### src/rtl/aud_pkg.sv
`default_nettype none
// ============================================================================
// Module   : aud_pkg
// Brief    : Shared types and channel-mode encoding for aud_recorder_mc.
// Revision : 1.0
// ============================================================================
package aud_pkg;

  localparam logic [1:0] c_CH_LEFT   = 2'd0;
  localparam logic [1:0] c_CH_RIGHT  = 2'd1;
  localparam logic [1:0] c_CH_STEREO = 2'd2;

  typedef enum logic [2:0] {
    ST_IDLE  = 3'd0,
    ST_ARM   = 3'd1,
    ST_REC   = 3'd2,
    ST_PAUSE = 3'd3,
    ST_DONE  = 3'd4
  } rec_state_e;

  typedef enum logic [1:0] {
    CH_LEFT   = c_CH_LEFT,
    CH_RIGHT  = c_CH_RIGHT,
    CH_STEREO = c_CH_STEREO
  } chan_mode_e;

  // The reserved encoding falls back to left-only capture.
  function automatic chan_mode_e decode_chan(input logic [1:0] chan);
    case (chan)
      c_CH_RIGHT:  return CH_RIGHT;
      c_CH_STEREO: return CH_STEREO;
      default:     return CH_LEFT;
    endcase
  endfunction

endpackage
`default_nettype wire

### src/rtl/i2s_deser.sv
`default_nettype none
// ============================================================================
// Module   : i2s_deser
// Brief    : I2S slot deserialiser; one-bit delay after each LRC edge, MSB first.
// Revision : 1.0
// ============================================================================
module i2s_deser #(
  parameter int DATA_W = 16
) (
  input  logic              i_clk,
  input  logic              i_rst,
  input  logic              i_lrc,
  input  logic              i_data,
  output logic              o_word_valid,
  output logic [DATA_W-1:0] o_word,
  output logic              o_slot,
  output logic              o_frame
);

  localparam int                 c_CNT_W = $clog2(DATA_W);
  localparam logic [c_CNT_W-1:0] c_LAST  = c_CNT_W'(DATA_W - 1);

  logic               r_lrc_q;
  logic               r_active;
  logic               r_slot;
  logic [c_CNT_W-1:0] r_cnt;
  logic [DATA_W-2:0]  r_sr;
  logic               w_edge;

  assign w_edge = i_lrc ^ r_lrc_q;

  always_ff @(posedge i_clk) begin
    if (i_rst) begin
      r_lrc_q  <= 1'b0;
      r_active <= 1'b0;
      r_slot   <= 1'b0;
      r_cnt    <= '0;
      r_sr     <= '0;
    end else begin
      r_lrc_q <= i_lrc;
      // An edge restarts the slot, silently dropping any partial word.
      if (w_edge) begin
        r_active <= 1'b1;
        r_cnt    <= '0;
        r_slot   <= i_lrc;
      end else if (r_active) begin
        r_sr  <= o_word[DATA_W-2:0];
        r_cnt <= r_cnt + c_CNT_W'(1);
        if (r_cnt == c_LAST) begin
          r_active <= 1'b0;
        end
      end
    end
  end

  assign o_word       = {r_sr, i_data};
  assign o_word_valid = r_active & ~w_edge & (r_cnt == c_LAST);
  assign o_slot       = r_slot;
  assign o_frame      = w_edge & ~i_lrc;

endmodule
`default_nettype wire

### src/rtl/aud_recorder_mc.sv
`default_nettype none
// ============================================================================
// Module   : aud_recorder_mc
// Brief    : Multi-channel I2S capture engine issuing one-cycle SRAM write strobes.
// Revision : 1.0
// ============================================================================
module aud_recorder_mc
  import aud_pkg::*;
#(
  parameter int DATA_W = 16,
  parameter int ADDR_W = 20
) (
  input  logic              i_clk,
  input  logic              i_rst,
  input  logic              i_lrc,
  input  logic              i_data,
  input  logic              i_start,
  input  logic              i_pause,
  input  logic              i_stop,
  input  logic [1:0]        i_chan,
  output logic              o_we,
  output logic [ADDR_W-1:0] o_address,
  output logic [DATA_W-1:0] o_data,
  output logic [ADDR_W:0]   o_len,
  output logic              o_busy,
  output logic              o_done
);

  logic              w_word_valid;
  logic [DATA_W-1:0] w_word;
  logic              w_slot;
  logic              w_frame;

  i2s_deser #(.DATA_W(DATA_W)) u_deser (
    .i_clk        (i_clk),
    .i_rst        (i_rst),
    .i_lrc        (i_lrc),
    .i_data       (i_data),
    .o_word_valid (w_word_valid),
    .o_word       (w_word),
    .o_slot       (w_slot),
    .o_frame      (w_frame)
  );

  rec_state_e        r_state;
  chan_mode_e        r_mode;
  logic [ADDR_W:0]   r_ptr;
  logic [ADDR_W-1:0] r_addr;
  logic [DATA_W-1:0] r_data;
  logic              r_we;
  logic              r_stop_pend;
  logic              r_pause_pend;

  logic w_stop;
  logic w_pause;
  logic w_full;
  logic w_slot_en;
  logic w_accept;

  assign w_stop  = r_stop_pend | i_stop;
  assign w_pause = r_pause_pend | i_pause;
  // The pointer's extra MSB doubles as the memory-full flag.
  assign w_full  = r_ptr[ADDR_W];

  always_comb begin
    w_slot_en = 1'b0;
    case (r_mode)
      CH_RIGHT:  w_slot_en = w_slot;
      CH_STEREO: w_slot_en = 1'b1;
      default:   w_slot_en = ~w_slot;
    endcase
  end

  assign w_accept = w_word_valid & w_slot_en & ~w_full;

  always_ff @(posedge i_clk) begin
    if (i_rst) begin
      r_state      <= ST_IDLE;
      r_mode       <= CH_LEFT;
      r_ptr        <= '0;
      r_addr       <= '0;
      r_data       <= '0;
      r_we         <= 1'b0;
      r_stop_pend  <= 1'b0;
      r_pause_pend <= 1'b0;
    end else begin
      r_we <= 1'b0;
      case (r_state)
        ST_IDLE, ST_DONE: begin
          if (i_start) begin
            r_state      <= ST_ARM;
            r_ptr        <= '0;
            r_mode       <= decode_chan(i_chan);
            r_stop_pend  <= 1'b0;
            r_pause_pend <= 1'b0;
          end
        end
        ST_ARM: begin
          if (w_frame) begin
            r_state      <= w_stop ? ST_DONE : (w_pause ? ST_PAUSE : ST_REC);
            r_stop_pend  <= 1'b0;
            r_pause_pend <= 1'b0;
          end else begin
            r_stop_pend  <= w_stop;
            r_pause_pend <= w_pause;
          end
        end
        ST_REC: begin
          if (w_full || (w_frame && (w_stop || w_pause))) begin
            r_state      <= (w_full || w_stop) ? ST_DONE : ST_PAUSE;
            r_stop_pend  <= 1'b0;
            r_pause_pend <= 1'b0;
          end else begin
            r_stop_pend  <= w_stop;
            r_pause_pend <= w_pause;
            if (w_accept) begin
              r_we   <= 1'b1;
              r_addr <= r_ptr[ADDR_W-1:0];
              r_data <= w_word;
              r_ptr  <= r_ptr + (ADDR_W+1)'(1);
            end
          end
        end
        ST_PAUSE: begin
          if (i_stop) begin
            r_state <= ST_DONE;
          end else if (i_start) begin
            r_state <= ST_ARM;
          end
        end
        default: r_state <= ST_IDLE;
      endcase
    end
  end

  assign o_we      = r_we;
  assign o_address = r_addr;
  assign o_data    = r_data;
  assign o_len     = r_ptr;
  assign o_busy    = (r_state == ST_ARM) || (r_state == ST_REC);
  assign o_done    = (r_state == ST_DONE);

endmodule
`default_nettype wire

### config.mk
export PLATFORM = sky130hd
export DESIGN_NAME = aud_recorder_mc
export DESIGN_NICKNAME = d
export VERILOG_FILES = /design/src/rtl/aud_pkg.sv /design/src/rtl/i2s_deser.sv /design/src/rtl/aud_recorder_mc.sv
export SDC_FILE = /design/constraint.sdc
export NUM_CORES = 1
export LEC_CHECK = 0
export ABC_AREA = 1
export CAP_MARGIN = 20
export CELL_PAD_IN_SITES_DETAIL_PLACEMENT = 0
export CELL_PAD_IN_SITES_GLOBAL_PLACEMENT = 1
export CORE_MARGIN = 2
export CORE_UTILIZATION = 34
export CTS_CLUSTER_SIZE = 25
export DETAILED_ROUTE_END_ITERATION = 6
export GPL_TIMING_DRIVEN = 0
export PLACE_DENSITY = 0.83
export SKIP_CTS_REPAIR_TIMING = 1
export SLEW_MARGIN = 20
export SYNTH_ARGS = -nofsm -noshare
export SYNTH_HDL_FRONTEND = slang
export SYNTH_HIERARCHICAL = 1
export SYNTH_SLANG_ARGS = --single-unit
### constraint.sdc
create_clock -name i_clk -period 2.3 [get_ports i_clk]
set_input_delay 0.69 -clock i_clk [delete_from_list [all_inputs] [get_ports i_clk]]
set_output_delay 0.69 -clock i_clk [all_outputs]
set_load 0.03 [all_outputs]
==> key figures, run 1 <==
Run status
  • Outcome: completed

Clock network
  • Clock Root Buffer: clkbuf_16
  • Max clock buf depth: 2
  • CTS sink cnt: between 80 and 90
  • Clock transition at path regs: ~0.070 ns
  • CTS Buf Count: 9
  • CTS tree: built
  • H-tree levels: 3
  • Worst-skew pair later-pin latency: between 0.3 and 0.4 ns

Place
  • Dpl hpwl: between 7000 and 8000 um
  • IO buf count: 68
  • Place WS: -0.840 ns
  • Final Wtd Congestion: 0.851
  • Placed inst area: 0.00477 mm^2

Min path
  • Worst hold stages: 2
  • Worst hold path class: flip-flop to flip-flop

Route
  • Vias: 3768
  • Routed wire length per instance: between 10 and 15 um
  • Post-route ant nets: 0
  • Drt total wl: between 10000 and 15000 um
  • DRC: 0
  • DR vias/cell: roughly 4.8
  • Pre-antenna DRT Iters: 5
  • 1st-iter DRT viols: about 170

STA
  • Tcrit/Tclk final: 0.973
  • Final clock skew: 0.00788 ns
  • Setup TNS: 0 ns
  • Max-slew headroom: 0.598
  • Endpoints failing setup: 0
  • Worst setup margin: 0.0628 ns
  • Worst Max-Slew Pin Slew: about 0.60 ns
  • RSZ-0062 raised after global routing: false
  • Fmax: between 0.4 and 0.5 GHz
  • Min Clock Period, post-route: 2.24 ns
  • Slew Limit Fails: 0
  • Hold slack: approximately 0.47 ns
  • Final hold violations: 0

Floorplan
  • Die area: 0.0123 mm^2
  • Ports: 69
  • # rows: 39
  • Die Ht: roughly 110 um
  • Initial Util: 0.345
  • Core area: about 0.011 mm^2
  • Die width: ~110 um

Power
  • Power per Cell Area: around 910 mW/mm^2
  • Peak supply drop: about 0.42 mV
  • Final Power: roughly 0.0048 W
  • Leakage: approximately 2.2 nW

Critical path
  • Slowest cell on crit path: clkdlybuf4s50_1
  • CP endpoint kind: output port
  • Cells along the critical path: clkdlybuf4s50_1
  • Slowest stage delay, CP: between 0.7 and 0.8 ns
  • WP buf/inv: 1
  • Worst Path Required: ~1.6 ns
  • CP delay by family, top: buffers and inverters
  • Max FO, Critical Path: 6
  • Worst EP arrival: around 1.6 ns
  • Reg2Reg Depth: 11
  • Worst path depth: 1
  • CP startpoint kind: flip-flop
  • CP Class: flip-flop to output port

Global routing
  • Largest net degree at the start of global routing: 16
  • Overflow after GRT: 0
  • First-pass GRT wire length: approximately 18000 um
  • Antenna violations before repair: 0
  • Vias in the first global route: between 3000 and 4000
  • All-Layer GR Usage: 0.181

Logic synthesis
  • Top cells by area, synth: dfxtp_1 (45%), nor2_1 (15%), nand2_1 (8.9%), o21ai_0 (7.5%), a21oi_1 (4.9%)
  • Cell count after synthesis: roughly 550
  • Most numerous cell in the Yosys netlist: nor2_1
  • Main synth FF type: dfxtp_1
  • Syn_nets: around 570
  • Synth unique cells: 31
  • Leading area contributor after synthesis: dfxtp_1
  • Mapped cell area: 0.00389 mm^2
  • Yosys warning count: 6
  • Avg Cell Area, Syn: between 7 and 8 um^2
  • Ys async rst share: 0
  • Number of flops mapped to enable cells by yosys: 0
  • Post-synthesis sequential area ratio: 0.448
  • Seq cells post-synth: 87
  • Top cell types by occurrence after synthesis: nor2_1 (157), nand2_1 (92), dfxtp_1 (87)
  • Top-area cell type share of the netlist area: 0.448

Cells and area
  • Net count reported at finish: roughly 650
  • Share of layout cells above drive strength 1: 0.101
  • Design area: 0.00525 mm^2
  • P&R area growth vs syn: 35.0%
  • Ant. Diodes: 0

Run
  • MaxCap Viol Count: 0
==> logic make-up after synthesis <==
| family | Yosys count | share of synthesized area |
|---|---|---|
| fa+ha+maj | 5 | 0.0161 |
| xor+xnor | 1 | 0.00225 |
| buf+inv | 65 | 0.0894 |
| simple gates | 282 | 0.298 |
| flops | 87 | 0.448 |
| compound gates | 112 | 0.147 |
==> path summary, 6_finish.rpt <==
kind	startpoint	end	slack, ns
worst max register to register	u_deser/r_cnt[0]	o_len[3]	0.33
worst min-delay path	r_pause_pend	r_pause_pend	0.47
worst min register to register	r_pause_pend	r_pause_pend	0.47
worst max-delay path	o_len[14]	o_len[14]	0.06
==> registers in the layout, indices dropped and copies added, names as in the netlist, 2 cells and up <==
register	count
o_address	20
o_data	16
o_len	21
r_mode	2
r_state	3
u_deser/r_cnt	4
u_deser/r_sr	15
==> cell type report <==
type	instances	area, um^2
inverters	41	159
flip-flops and latches	87	1740
repair buffers	77	785
multi-input cells	400	1850
clock inverters	7	121
plain buffers	22	188
fillers	1154	6020
clock buffers	9	225
well taps	143	179
==> metrics by stage <==
stage | util | instances
CTS | 0.454 | 779
global placement | 0.423 | 763
global route | 0.466 | 786
floorplan | - | 552
finish | 0.466 | 786
detailed placement | 0.423 | 763
==> metal layers <==
| metal | global-route usage | wire (um) |
|---|---|---|
| met1 | 0.225 | 4720 |
| met2 | 0.300 | 5120 |
| met3 | 0.0426 | 677 |
| met4 | 0.0792 | 213 |
| met5 | 0 | 0 |
==> power by group <==
part           total, W  switching (W)  leakage (nW)  internal [W]
logic           0.00137       0.000801          1.34      0.000573
clock network   0.00169       0.000625         0.158       0.00106
registers       0.00170       0.000109         0.705       0.00159
==> layout by cell type, fill, tap and decap left out, types with 5 or more instances in the layout <==
cell               n
nand3_1           14
nand2_1           88
inv_1             35
nand2_2            5
nor2_1           153
clkbuf_16         10
dfxtp_1           87
buf_4              7
clkbuf_1           7
a21oi_1           36
o21ai_1           14
o21ai_0           56
buf_6             10
nor3_1             7
clkdlybuf4s50_1   64
==> worst min-delay path, stage by stage (launching register included) <==
cell and delay, ns:
dfxtp_1 0.31, nand2_1 0.06, a21oi_1 0.05
(Power assumes the default switching activity.)
==> inputs of run 2 (changes only) <==
Settings changed: CORE_MARGIN 2 to default.
==> run 2 against run 1 <==
Net effect:
- largest power group unchanged
- combinational power decreased by 4%
- critical path type unchanged
- worst setup slack improved by 0.026 ns
- critical endpoint is now o_len[15]
- final area decreased by 1.1%
- routed wire length decreased by 1.3%
- clock power decreased by 9%
- non-clock buffer count decreased by 2
==> key figures, run 2 (same netlist as run 1, synthesis figures left out) <==
Route
  • Routed wire length per instance: 13.6 um (was 13.7 um)
  • Post-route ant nets: 0 (unchanged)
  • DRC: 0 (unchanged)
  • Vias: 3750 (was 3768)
  • DR vias/cell: 4.80 (was 4.79)
  • Pre-antenna DRT Iters: 4 (was 5)
  • 1st-iter DRT viols: 179 (was 169)
  • Drt total wl: 10600 um (was 10700 um)

Clock network
  • CTS tree: built (unchanged)
  • CTS sink cnt: 87 (unchanged)
  • Clock Root Buffer: clkbuf_16 (unchanged)
  • CTS Buf Count: 9 (unchanged)
  • H-tree levels: 3 (unchanged)
  • Worst-skew pair later-pin latency: 0.34 ns (about the same)
  • Clock transition at path regs: 0.06 ns (was 0.07 ns)
  • Max clock buf depth: 2 (unchanged)

Place
  • Cell count after placement: 760 (was 763)
  • IO buf count: 68 (unchanged)
  • Dpl hpwl: 7800 um (was 7730 um)
  • Place WS: -0.825 ns (was -0.840 ns)
  • Final Wtd Congestion: 0.826 (was 0.851)

Power
  • Leakage: 2.20 nW (was 2.21 nW)
  • Power per Cell Area: 877 mW/mm^2 (was 907 mW/mm^2)
  • Psw: 0.00149 W (was 0.00154 W)
  • Clock Power Share: 0.338 (was 0.354)
  • Sequential share of power: 0.374 (was 0.357)
  • Peak supply drop: 0.315 mV (was 0.421 mV)
  • Int Pwr: 0.00306 W (was 0.00323 W)
  • Comb pwr share: 0.288 (was 0.289)
  • Sw Share: 0.327 (was 0.322)

Global routing
  • Vias in the first global route: 3597 (was 3680)
  • Antenna violations before repair: 0 (unchanged)
  • Largest net degree at the start of global routing: 15 (was 16)
  • All-Layer GR Usage: 0.187 (was 0.181)
  • First-pass GRT wire length: 17000 um (was 17900 um)
  • Overflow after GRT: 0 (unchanged)

Critical path
  • CP Class: flip-flop to output port (unchanged)
  • Slowest cell on crit path: clkdlybuf4s50_1 (unchanged)
  • CP delay by family, top: buffers and inverters (unchanged)
  • Worst EP arrival: 1.52 ns (was 1.55 ns)
  • Cells along the critical path: clkdlybuf4s50_1 (unchanged)
  • CP endpoint kind: output port (unchanged)
  • Slowest stage delay, CP: 0.72 ns (about the same)
  • WP buf/inv: 1 (unchanged)
  • Max FO, Critical Path: 6 (unchanged)
  • Worst Path Required: 1.61 ns (about the same)
  • CP startpoint kind: flip-flop (unchanged)

STA
  • Final hold violations: 0 (unchanged)
  • Final clock skew: 0.00583 ns (was 0.00788 ns)
  • RSZ-0062 raised after global routing: false (unchanged)
  • Min Clock Period, post-route: 2.21 ns (was 2.24 ns)
  • Tcrit/Tclk final: 0.961 (was 0.973)
  • Worst setup margin: 0.0888 ns (was 0.0628 ns)
  • Hold slack: 0.470 ns (was 0.465 ns)
  • Worst Max-Slew Pin Slew: 0.591 ns (was 0.604 ns)
  • Slew Limit Fails: 0 (unchanged)
  • Fmax: 0.452 GHz (was 0.447 GHz)
  • Endpoints failing setup: 0 (unchanged)
  • Max-slew headroom: 0.606 (was 0.598)

Cells and area
  • Ant. Diodes: 0 (unchanged)
  • Share of layout cells above drive strength 1: 0.0967 (was 0.101)
  • Commonest non-fill, non-tap cell in the layout: nor2_1 (unchanged)
  • Finished Core Util: 0.473 (was 0.466)
  • Net count reported at finish: 650 (was 652)
  • P&R area growth vs syn: 33.5% (was 35.0%)
  • Most frequent cells in the layout: nor2_1 (154), nand2_1 (88), dfxtp_1 (86), clkdlybuf4s50_1 (63), o21ai_0 (58) (was nor2_1 (153), nand2_1 (88), dfxtp_1 (87), clkdlybuf4s50_1 (64), o21ai_0 (56))
  • Max reg flops: 21 (unchanged)
  • Fin cells: 781 (was 786)

Floorplan
  • Die area: 0.0119 mm^2 (was 0.0123 mm^2)
  • Ports: 69 (unchanged)
  • # rows: 38 (was 39)
  • Die width: 109 um (was 111 um)
  • Initial Util: 0.354 (was 0.345)
  • Die Ht: 109 um (was 111 um)
  • Core area: 0.0110 mm^2 (was 0.0113 mm^2)

Run
  • MaxCap Viol Count: 0 (unchanged)

Run status
  • Outcome: completed (unchanged)

Min path
  • Worst hold path class: flip-flop to flip-flop (unchanged)
[run 2: per-layer routing]
metal  routed length (um)  track usage
met5                    0            0
met4                  150       0.0685
met1                 4780        0.232
met3                  531       0.0412
met2                 5140        0.314
[run 2: cell type report]
cell class / instances / area, um^2
Tap cell: 140 / 175
Buffer: 22 / 188
Fill cell: 1093 / 5790
Inverter: 41 / 165
Timing Repair Buffer: 75 / 759
Clock inverter: 6 / 85.1
Sequential cell: 87 / 1740
Clock buffer: 10 / 229
Multi-Input combinational cell: 400 / 1850
[run 2: stage by stage]
stage / cell area, um^2 / TNS [ns] / total power (W)
after CTS: 5080 / -20.82 / 0.00439
after floorplan: 3910 / -0.00924 / 0.00250
after global placement: 4770 / -38.65 / 0.00281
after detailed placement: 4770 / -41.05 / 0.00284
after global routing: 5190 / 0 / 0.00478
final: 5190 / 0 / 0.00455
[run 2: final timing paths]
| path | start | to | slack [ns] | cells after the start |
|---|---|---|---|---|
| min reg2reg | r_stop_pend | r_stop_pend | 0.47 | 2 |
| max | o_len[15] | o_len[15] | 0.09 | 1 |
| max reg2reg | u_deser/r_cnt[0] | o_len[12] | 0.27 | 13 |
| min | r_stop_pend | r_stop_pend | 0.47 | 2 |
[run 2: power by group through the flow]
stage	Combinational [W]	Clock (W)	Sequential, W
global route	0.00143	0.00164	0.00171
CTS	0.00111	0.00158	0.00170
global placement	0.00108	0	0.00173
floorplan	0.000740	0	0.00176
detailed placement	0.00111	0	0.00173
finish	0.00131	0.00154	0.00170
